--- config.mk ---
export PLATFORM = sky130hd
export DESIGN_NAME = multibyte_arith_sequencer
export DESIGN_NICKNAME = d
export VERILOG_FILES = /design/src/rtl/multibyte_arith_sequencer_pkg.sv /design/src/rtl/multibyte_arith_sequencer_byte_adder_unit.sv /design/src/rtl/multibyte_arith_sequencer.sv
export SDC_FILE = /design/constraint.sdc
export NUM_CORES = 1
export LEC_CHECK = 0
export ABC_AREA = 1
export BUFFER_PORTS_ARGS = -buffer_cell sky130_fd_sc_hd__buf_2
export CAP_MARGIN = 20
export CORE_MARGIN = 2
export CORE_UTILIZATION = 59
export DETAILED_ROUTE_END_ITERATION = 6
export PLACE_DENSITY = 0.86
export SLEW_MARGIN = 20
export SYNTH_ARGS = -nofsm -noshare
export SYNTH_HDL_FRONTEND = slang
export SYNTH_SLANG_ARGS = --single-unit
--- constraint.sdc ---
create_clock -name clk -period 4.5 [get_ports clk]
set_input_delay 0.9 -clock clk [delete_from_list [all_inputs] [get_ports clk]]
set_output_delay 0.9 -clock clk [all_outputs]
set_load 0.01 [all_outputs]
--- src/rtl/multibyte_arith_sequencer_pkg.sv ---
`default_nettype none
// +----------------------------------------------------------------------+
// | Module  : multibyte_arith_sequencer_pkg                              |
// | Purpose : Shared constants for the multibyte arithmetic sequencer:   |
// |           byte width, op_code encodings and the FSM state type.      |
// | Ports   : none (package)                                             |
// | Rev     : 1.0  initial release                                       |
// +----------------------------------------------------------------------+
package multibyte_arith_sequencer_pkg;

  localparam int BYTE_W = 8;

  localparam logic [2:0] OP_PASS = 3'b000;
  localparam logic [2:0] OP_ADD  = 3'b001;
  localparam logic [2:0] OP_ADC  = 3'b010;
  localparam logic [2:0] OP_SUB  = 3'b011;
  localparam logic [2:0] OP_SUB2 = 3'b100;
  localparam logic [2:0] OP_INC  = 3'b101;
  localparam logic [2:0] OP_DEC  = 3'b110;

  typedef enum logic [1:0] {
    ST_IDLE = 2'd0,
    ST_RUN  = 2'd1,
    ST_DONE = 2'd2
  } state_e;

endpackage
`default_nettype wire

--- src/rtl/multibyte_arith_sequencer_byte_adder_unit.sv ---
`default_nettype none
// +----------------------------------------------------------------------+
// | Module  : byte_adder_unit                                            |
// | Purpose : Combinational 8-bit adder with carry in and carry out.     |
// | Ports   : a_i     - A operand byte                                   |
// |           b_i     - B' operand byte                                  |
// |           c_i     - carry in                                         |
// |           sum_o   - sum byte                                         |
// |           carry_o - carry out (9th bit of the sum)                   |
// | Rev     : 1.0  initial release                                       |
// +----------------------------------------------------------------------+
module byte_adder_unit
  import multibyte_arith_sequencer_pkg::*;
(
  input  logic [BYTE_W-1:0] a_i,
  input  logic [BYTE_W-1:0] b_i,
  input  logic              c_i,
  output logic [BYTE_W-1:0] sum_o,
  output logic              carry_o
);

  logic [BYTE_W:0] w_full;

  assign w_full  = {1'b0, a_i} + {1'b0, b_i} + {{BYTE_W{1'b0}}, c_i};
  assign sum_o   = w_full[BYTE_W-1:0];
  assign carry_o = w_full[BYTE_W];

endmodule
`default_nettype wire

--- src/rtl/multibyte_arith_sequencer.sv ---
`default_nettype none
// +----------------------------------------------------------------------+
// | Module  : multibyte_arith_sequencer                                  |
// | Purpose : Byte-serial wide arithmetic unit. A request is captured in |
// |           IDLE, one byte is processed per cycle LSB first in RUN,    |
// |           and the registered result is presented in DONE until the   |
// |           consumer accepts it.                                       |
// | Ports   : clk, rst                  - clock, sync active-high reset  |
// |           start_valid/start_ready   - request handshake              |
// |           op_code, a_in, b_in       - operation and operands         |
// |           carry_in                  - carry for add-with-carry       |
// |           result_valid/result_ready - result handshake               |
// |           result_out, carry_out     - wide result, final carry       |
// |           zero_flag                 - result_out is all zeros        |
// |           busy                      - operation in progress          |
// | Rev     : 1.0  initial release                                       |
// +----------------------------------------------------------------------+
module multibyte_arith_sequencer
  import multibyte_arith_sequencer_pkg::*;
#(
  parameter int NUM_BYTES    = 4,
  parameter int op_code_size = 3
) (
  input  logic                        clk,
  input  logic                        rst,
  input  logic                        start_valid,
  output logic                        start_ready,
  input  logic [op_code_size-1:0]     op_code,
  input  logic [8*NUM_BYTES-1:0]      a_in,
  input  logic [8*NUM_BYTES-1:0]      b_in,
  input  logic                        carry_in,
  output logic                        result_valid,
  input  logic                        result_ready,
  output logic [8*NUM_BYTES-1:0]      result_out,
  output logic                        carry_out,
  output logic                        zero_flag,
  output logic                        busy
);

  localparam int W     = BYTE_W * NUM_BYTES;
  localparam int IDX_W = $clog2(NUM_BYTES);

  state_e           state_q, state_d;
  logic [IDX_W-1:0] idx_q, idx_d;
  logic [W-1:0]     a_q, a_d;
  logic [W-1:0]     bp_q, bp_d;
  logic [W-1:0]     res_q, res_d;
  logic             c_q, c_d;
  logic             cout_q, cout_d;
  logic             zero_q, zero_d;

  logic [W-1:0]      w_bsel;
  logic              w_c0;
  logic [BYTE_W-1:0] w_sum;
  logic              w_carry;

  // The operand registers shift right each RUN cycle so the adder always
  // sees the current byte in the low lane; the result shifts in from the
  // top so that after NUM_BYTES steps every byte sits in its own lane.
  byte_adder_unit u_byte_adder (
    .a_i     (a_q[BYTE_W-1:0]),
    .b_i     (bp_q[BYTE_W-1:0]),
    .c_i     (c_q),
    .sum_o   (w_sum),
    .carry_o (w_carry)
  );

  // B' and initial carry chosen from the incoming op_code at capture time,
  // so later op_code changes cannot influence the running operation.
  always_comb begin
    w_bsel = '0;
    w_c0   = 1'b0;
    case (op_code[2:0])
      OP_ADD:          begin w_bsel = b_in;  w_c0 = 1'b0;     end
      OP_ADC:          begin w_bsel = b_in;  w_c0 = carry_in; end
      OP_SUB, OP_SUB2: begin w_bsel = ~b_in; w_c0 = 1'b1;     end
      OP_INC:          begin w_bsel = '0;    w_c0 = 1'b1;     end
      OP_DEC:          begin w_bsel = '1;    w_c0 = 1'b0;     end
      default:         begin w_bsel = '0;    w_c0 = 1'b0;     end
    endcase
  end

  always_comb begin
    state_d      = state_q;
    idx_d        = idx_q;
    a_d          = a_q;
    bp_d         = bp_q;
    res_d        = res_q;
    c_d          = c_q;
    cout_d       = cout_q;
    zero_d       = zero_q;
    start_ready  = 1'b0;
    result_valid = 1'b0;
    busy         = 1'b0;
    case (state_q)
      ST_IDLE: begin
        start_ready = 1'b1;
        if (start_valid) begin
          a_d     = a_in;
          bp_d    = w_bsel;
          c_d     = w_c0;
          idx_d   = '0;
          cout_d  = 1'b0;
          zero_d  = 1'b0;
          state_d = ST_RUN;
        end
      end
      ST_RUN: begin
        busy  = 1'b1;
        a_d   = a_q >> BYTE_W;
        bp_d  = bp_q >> BYTE_W;
        res_d = {w_sum, res_q[W-1:BYTE_W]};
        c_d   = w_carry;
        idx_d = idx_q + 1'b1;
        if (idx_q == IDX_W'(NUM_BYTES - 1)) begin
          // Flags are latched from the completed result so they stay
          // registered and aligned with result_out throughout DONE.
          cout_d  = w_carry;
          zero_d  = (res_d == '0);
          state_d = ST_DONE;
        end
      end
      ST_DONE: begin
        result_valid = 1'b1;
        if (result_ready) begin
          state_d = ST_IDLE;
        end
      end
      default: state_d = ST_IDLE;
    endcase
  end

  always_ff @(posedge clk) begin
    if (rst) begin
      state_q <= ST_IDLE;
      idx_q   <= '0;
      a_q     <= '0;
      bp_q    <= '0;
      res_q   <= '0;
      c_q     <= 1'b0;
      cout_q  <= 1'b0;
      zero_q  <= 1'b0;
    end else begin
      state_q <= state_d;
      idx_q   <= idx_d;
      a_q     <= a_d;
      bp_q    <= bp_d;
      res_q   <= res_d;
      c_q     <= c_d;
      cout_q  <= cout_d;
      zero_q  <= zero_d;
    end
  end

  assign result_out = res_q;
  assign carry_out  = cout_q;
  assign zero_flag  = zero_q;

endmodule
`default_nettype wire

### Yosys cells after proc, flatten, opt, wreduce, memory -nomap -nowiden

Index checks and enable logic that the tools add are counted.

| cells by class | value |
|---|---|
| $add $sub $neg | 3 |
| equality and inequality tests | 12 |
| mux-type cells | 22 |
| bitwise gates (word level) | 1 |
| reduce and logical (&&, ||, !) cells | 9 |

Operators by type and width:

| kind | count |
|---|---|
| 32-bit case mux with 2 select lines | 2 |
| 32-bit case mux with 3 select lines | 1 |
| 32-bit 2-to-1 mux | 2 |
| 32-bit logical NOT | 1 |
| 32-bit inverter | 1 |
| 8-bit by 8-bit adder with 9-bit output | 1 |
| 9-bit by 1-bit adder with 9-bit output | 1 |
| 3-bit == test, second input constant | 3 |
| 2-bit 2-to-1 mux | 4 |
| 1-bit case mux with 2 select lines | 4 |
| 1-bit 2-to-1 mux | 7 |
| 3-bit by 2-bit == test with 1-bit output, second input constant | 2 |
| 2-bit inequality test, second input constant | 3 |
| 2-bit case mux with 3 select lines | 1 |
| 3-bit AND reduction | 2 |
| 2-bit == test, second input constant | 2 |
| 2-bit case mux with 2 select lines | 1 |
| 2-bit OR reduction | 2 |
| 3-bit by 1-bit == test with 1-bit output, second input constant | 1 |
| 3-bit OR reduction | 1 |
| 2-bit by 1-bit adder with 2-bit output, second input constant | 1 |
| 2-bit by 1-bit == test with 1-bit output, second input constant | 1 |
| 2-bit logical NOT | 1 |
| 2-bit AND reduction | 1 |
| 2-bit nonzero test | 1 |

| storage, ports and cells | value |
|---|---|
| bits in registers | 103 |
| input bits | 72 |
| output and inout port bits | 37 |
| logic and storage cells | 55 |

### Depth between registers and ports, before layout

| depth | value |
|---|---|
| word-level depth | 5 |
| depth in mapped cells | 13 |
| mapped depth without buffers | 13 |

### Cells and area by module

From an unflattened synthesis, not the netlist that was laid out.

| second synthesis, totals | value |
|---|---|
| cells, all modules | 768 |
| area, all modules | 5203.7 um^2 |

By module, submodules not included:

| module | times used | cells an instance | area each (um^2) | seq. area each (um^2) |
|---|---|---|---|---|
| multibyte_arith_sequencer | 1 | 709 | 4819.6 | 2062.0 |
| byte_adder_unit | 1 | 59 | 384.1 | 0.0 |

### Least setup slack after synthesis

No wires, ideal clock.

| timing | value |
|---|---|
| path kind | input-to-reg |
| from | in op_code[0] |
| to | reg bp_q[18] |
| library setup time | 0.132 ns |
| arrival time | 1.834 ns |
| data required time | 4.368 ns |
| setup slack | 2.534 ns |
| stages | 8 |
| path buffers | 2 |
| path through | or2_1 -> and2_1 -> buf_2 -> buf_4 -> nand2_1 -> nand3_1 -> o211ai_1 -> a21oi_1 |

| on the way | value |
|---|---|
| longest elaborated chain between the ends | 5 |
| elaborated cells on any way between the ends | 10 |
| those cells by class | eq/ne: 5; mux: 3; reduce/logical: 2 |

RTL lines:

| element | RTL line | source |
|---|---|---|
| start: declaration | multibyte_arith_sequencer.sv:28 | `input logic [op_code_size-1:0] op_code,` |
| 3-bit by 2-bit == test with 1-bit output, or another cell as far along | multibyte_arith_sequencer.sv:73 | `case (op_code[2:0])` |
| 2-bit OR reduction, on equally long branches | - |  |
| 32-bit case mux with 3 select lines (*) | multibyte_arith_sequencer.sv:73 |  |
| 32-bit 2-to-1 mux (*) | multibyte_arith_sequencer.sv:98 | `if (start_valid) begin` |
| 32-bit case mux with 2 select lines (*) | multibyte_arith_sequencer.sv:95 | `case (state_q)` |
| end signal: assignment | multibyte_arith_sequencer.sv:147 | `bp_q <= bp_d;` |
| end: declaration | multibyte_arith_sequencer.sv:46 | `logic [W-1:0] bp_q, bp_d;` |

Every way passes the cells marked *; elsewhere a longest branch is shown, timed or not. The select of a mux whose other input is x is not followed.
A chain may end at the register's enable or synchronous reset.

### Worst setup path after layout

| timing | value |
|---|---|
| from | reg state_q[0] |
| to | out busy |

| on the way | value |
|---|---|
| longest elaborated chain between the ends | 2 |

RTL lines:

| element | RTL line | source |
|---|---|---|
| start: declaration | multibyte_arith_sequencer.sv:43 | `state_e state_q, state_d;` |
| start signal: assignment | multibyte_arith_sequencer.sv:144 | `state_q <= state_d;` |
| 2-bit by 1-bit == test with 1-bit output | multibyte_arith_sequencer.sv:95 |  |
| 1-bit 2-to-1 mux | multibyte_arith_sequencer.sv:95 |  |
| end: declaration | multibyte_arith_sequencer.sv:37 | `output logic busy` |

Every way passes these cells.

==> impl_metrics.toml <==
[cells_and_area]
antenna_cells = 0
fillers = 706
final_nets = 880
area_growth_pct = 14.7
multi_input_area_sq_um = 2380
layoutNonFillerInstCount = 907
layout-drive-gt1-share = 0.171
stdcell_area_sq_um = 5680
regArea_sq_um = 2060

[setup_path]
required_ns = 3.60
crit_type = "reg2out"
worstPathArrival_ns = 1.89
crit_path_max_fanout = 72
rrSetupSlack_ns = 2.37
rr_worst_depth = 7
end_kind = "output port"
critPathLaunchType = "register"

[sta]
worst_slack_ns = 1.71
worst_slew_pin_slew_ns = 0.948
slew_violations = 0
timing.final.crit_period_ns = 2.79
relSlewSlack = 0.367
fmax_mhz = 359
finalSetupViolations = 0
finClkSkew_ns = 0.0150
fin_tns_setup_ns = 0
rsz0062_at_grt = "no"
finalCritPeriodShare = 0.620
hold_viol = 0

[floorplanning]
die_w_um = 95.6
die_area_sq_um = 9140
ios = 109
die_y_um = 95.6
start_util = 0.606
coreArea_sq_um = 8180
rows = 33

[synthesis]
ys_seq_elements = 103
syn-cell-area_sq_um = 4950
synth-main-ff-cell = "dfxtp_1"
synth_edf_count = 0
yosysSeqAreaShare = 0.416
ys_warn_count = 0
synthDistinctLibCells = 28
syn_nets = 798
yosysTopAreaCell = "dfxtp_1"
ys_top_cells_by_area = "dfxtp_1 (42%), nand2_1 (17%), a21oi_1 (8.2%)"
synth-async-reset-ratio = 0
synth_cells = 716
netlist.area_leader.share = 0.416
avgSynthCellArea_sq_um = 6.91

[clock_network]
insertion_delay_ns = 0.37
cts_root_buf = "clkbuf_8"
numClockSinks = 103
numCtsBuffers = 9
htree_levels = 3
clk_pin_slew_ns = 0.10
postCtsHoldBufs = 0
cts_setup_buffers = 0
cts_buffer_depth = 2
post_cts_resize_count = 0
cts_tree = "yes"

[place]
gp_congestion = 0.822
io_buffers = 108
dp.cells = 892
hpwl_um = 8600
place_ws_ns = 1.74
placed_area_sq_um = 5470

[drt]
vias = 4965
vias_per_cell = 5.47
final_antenna_net_count = 0
wl_per_cell_um = 13.9
drt_iter0_markers = 308
dr.pass1.iters = 5
drt_wl_total_um = 12700
drcViolationCount = 0

[pwr]
powerDensity_nw_per_um2 = 363
vdd_drop_max_mv = 0.196
totalPowerFinal_mw = 2.06
leakagePower_nw = 2.73

[grt]
grt_antenna_before_repair = 0
grt_max_degree = 73
grt_pass1_wl_um = 20900
grt_pass1_vias = 4608
grt_overflow = 0
grt_usage = 0.287

[hold_path]
hold_path.class = "reg2reg"
min_path_cells = 2

[run_status]
status = "completed"

[flow_run]
drv_cap = 0
## registers in the layout, summed over array words and instances, names as in the netlist
name        count
idx_q           2
bp_q           32
carry_out       1
a_q            32
result_out     32
state_q         2
c_q             1
zero_flag       1
## layout by cell type, fill, tap and decap left out, types with 3 or more instances in the layout
cell / count
dfxtp_1: 103
inv_2: 3
o211ai_1: 30
nand4_1: 5
o21ai_0: 30
nand3_1: 39
inv_1: 78
a21oi_1: 81
a31oi_1: 8
nand2_1: 224
buf_4: 6
clkbuf_8: 11
buf_2: 108
nor2_1: 36
ha_1: 8
nor3_1: 3
a22oi_1: 11
## metal layers
metal | share of wire | track usage | up-vias
met5 | 0 | 0 | -
met4 | 0.018 | 0.0905 | 0
met3 | 0.055 | 0.0538 | 22
met2 | 0.48 | 0.477 | 168
met1 | 0.44 | 0.377 | 2291
li1 | - | - | 2484
## where the power goes
part / switching (mW) / internal (mW)
sequential: 0.0514 / 0.986
clock: 0.314 / 0.287
combinational: 0.264 / 0.157
## Yosys cell counts (11+ instances only)
cell / number
nand2_1: 224
dfxtp_1: 103
a21oi_1: 81
inv_1: 78
nand3_1: 39
nor2_1: 36
o211ai_1: 30
o21ai_0: 30
clkbuf_1: 19
buf_2: 14
a22oi_1: 11
## final cells by class
class	instances	share of cell area
inverters	81	0.0535
clock buffers	11	0.0267
clock inverters	4	0.00947
repair buffers	115	0.106
well taps	105	0.0231
flip-flops and latches	103	0.363
multi-input cells	488	0.419
## worst paths after layout
check / from / endpoint
hold reg to reg: a_q[27]$_SDFFE_PP0P_ / a_q[27]$_SDFFE_PP0P_
setup / recovery: state_q[0]$_SDFFE_PP0P_ / busy
hold / removal: a_q[27]$_SDFFE_PP0P_ / a_q[27]$_SDFFE_PP0P_
setup reg to reg: state_q[1]$_SDFFE_PP0P_ / c_q$_SDFFE_PP0P_
## per-stage QoR
step,util,hold WS [ns]
detailed placement,0.670,0.455
global placement,0.667,0.449
finish,0.695,0.468
floorplan,-,0.429
CTS,0.695,0.467
global route,0.695,0.485
## cell families after synthesis
family          Yosys count  share of synthesized area
simple gates            313                      0.257
compound gates          163                      0.190
buf+inv                 125                      0.105
flops                   103                      0.416
fa+ha+maj                10                     0.0283
xor+xnor                  2                    0.00354
## critical path: stages, from the launching register on
cell     delay (ns)
dfxtp_1        0.44
inv_2          0.16
nor2_8         0.11
buf_4          0.55
buf_2          0.25
Note: power is estimated with default switching activity, not from simulation.
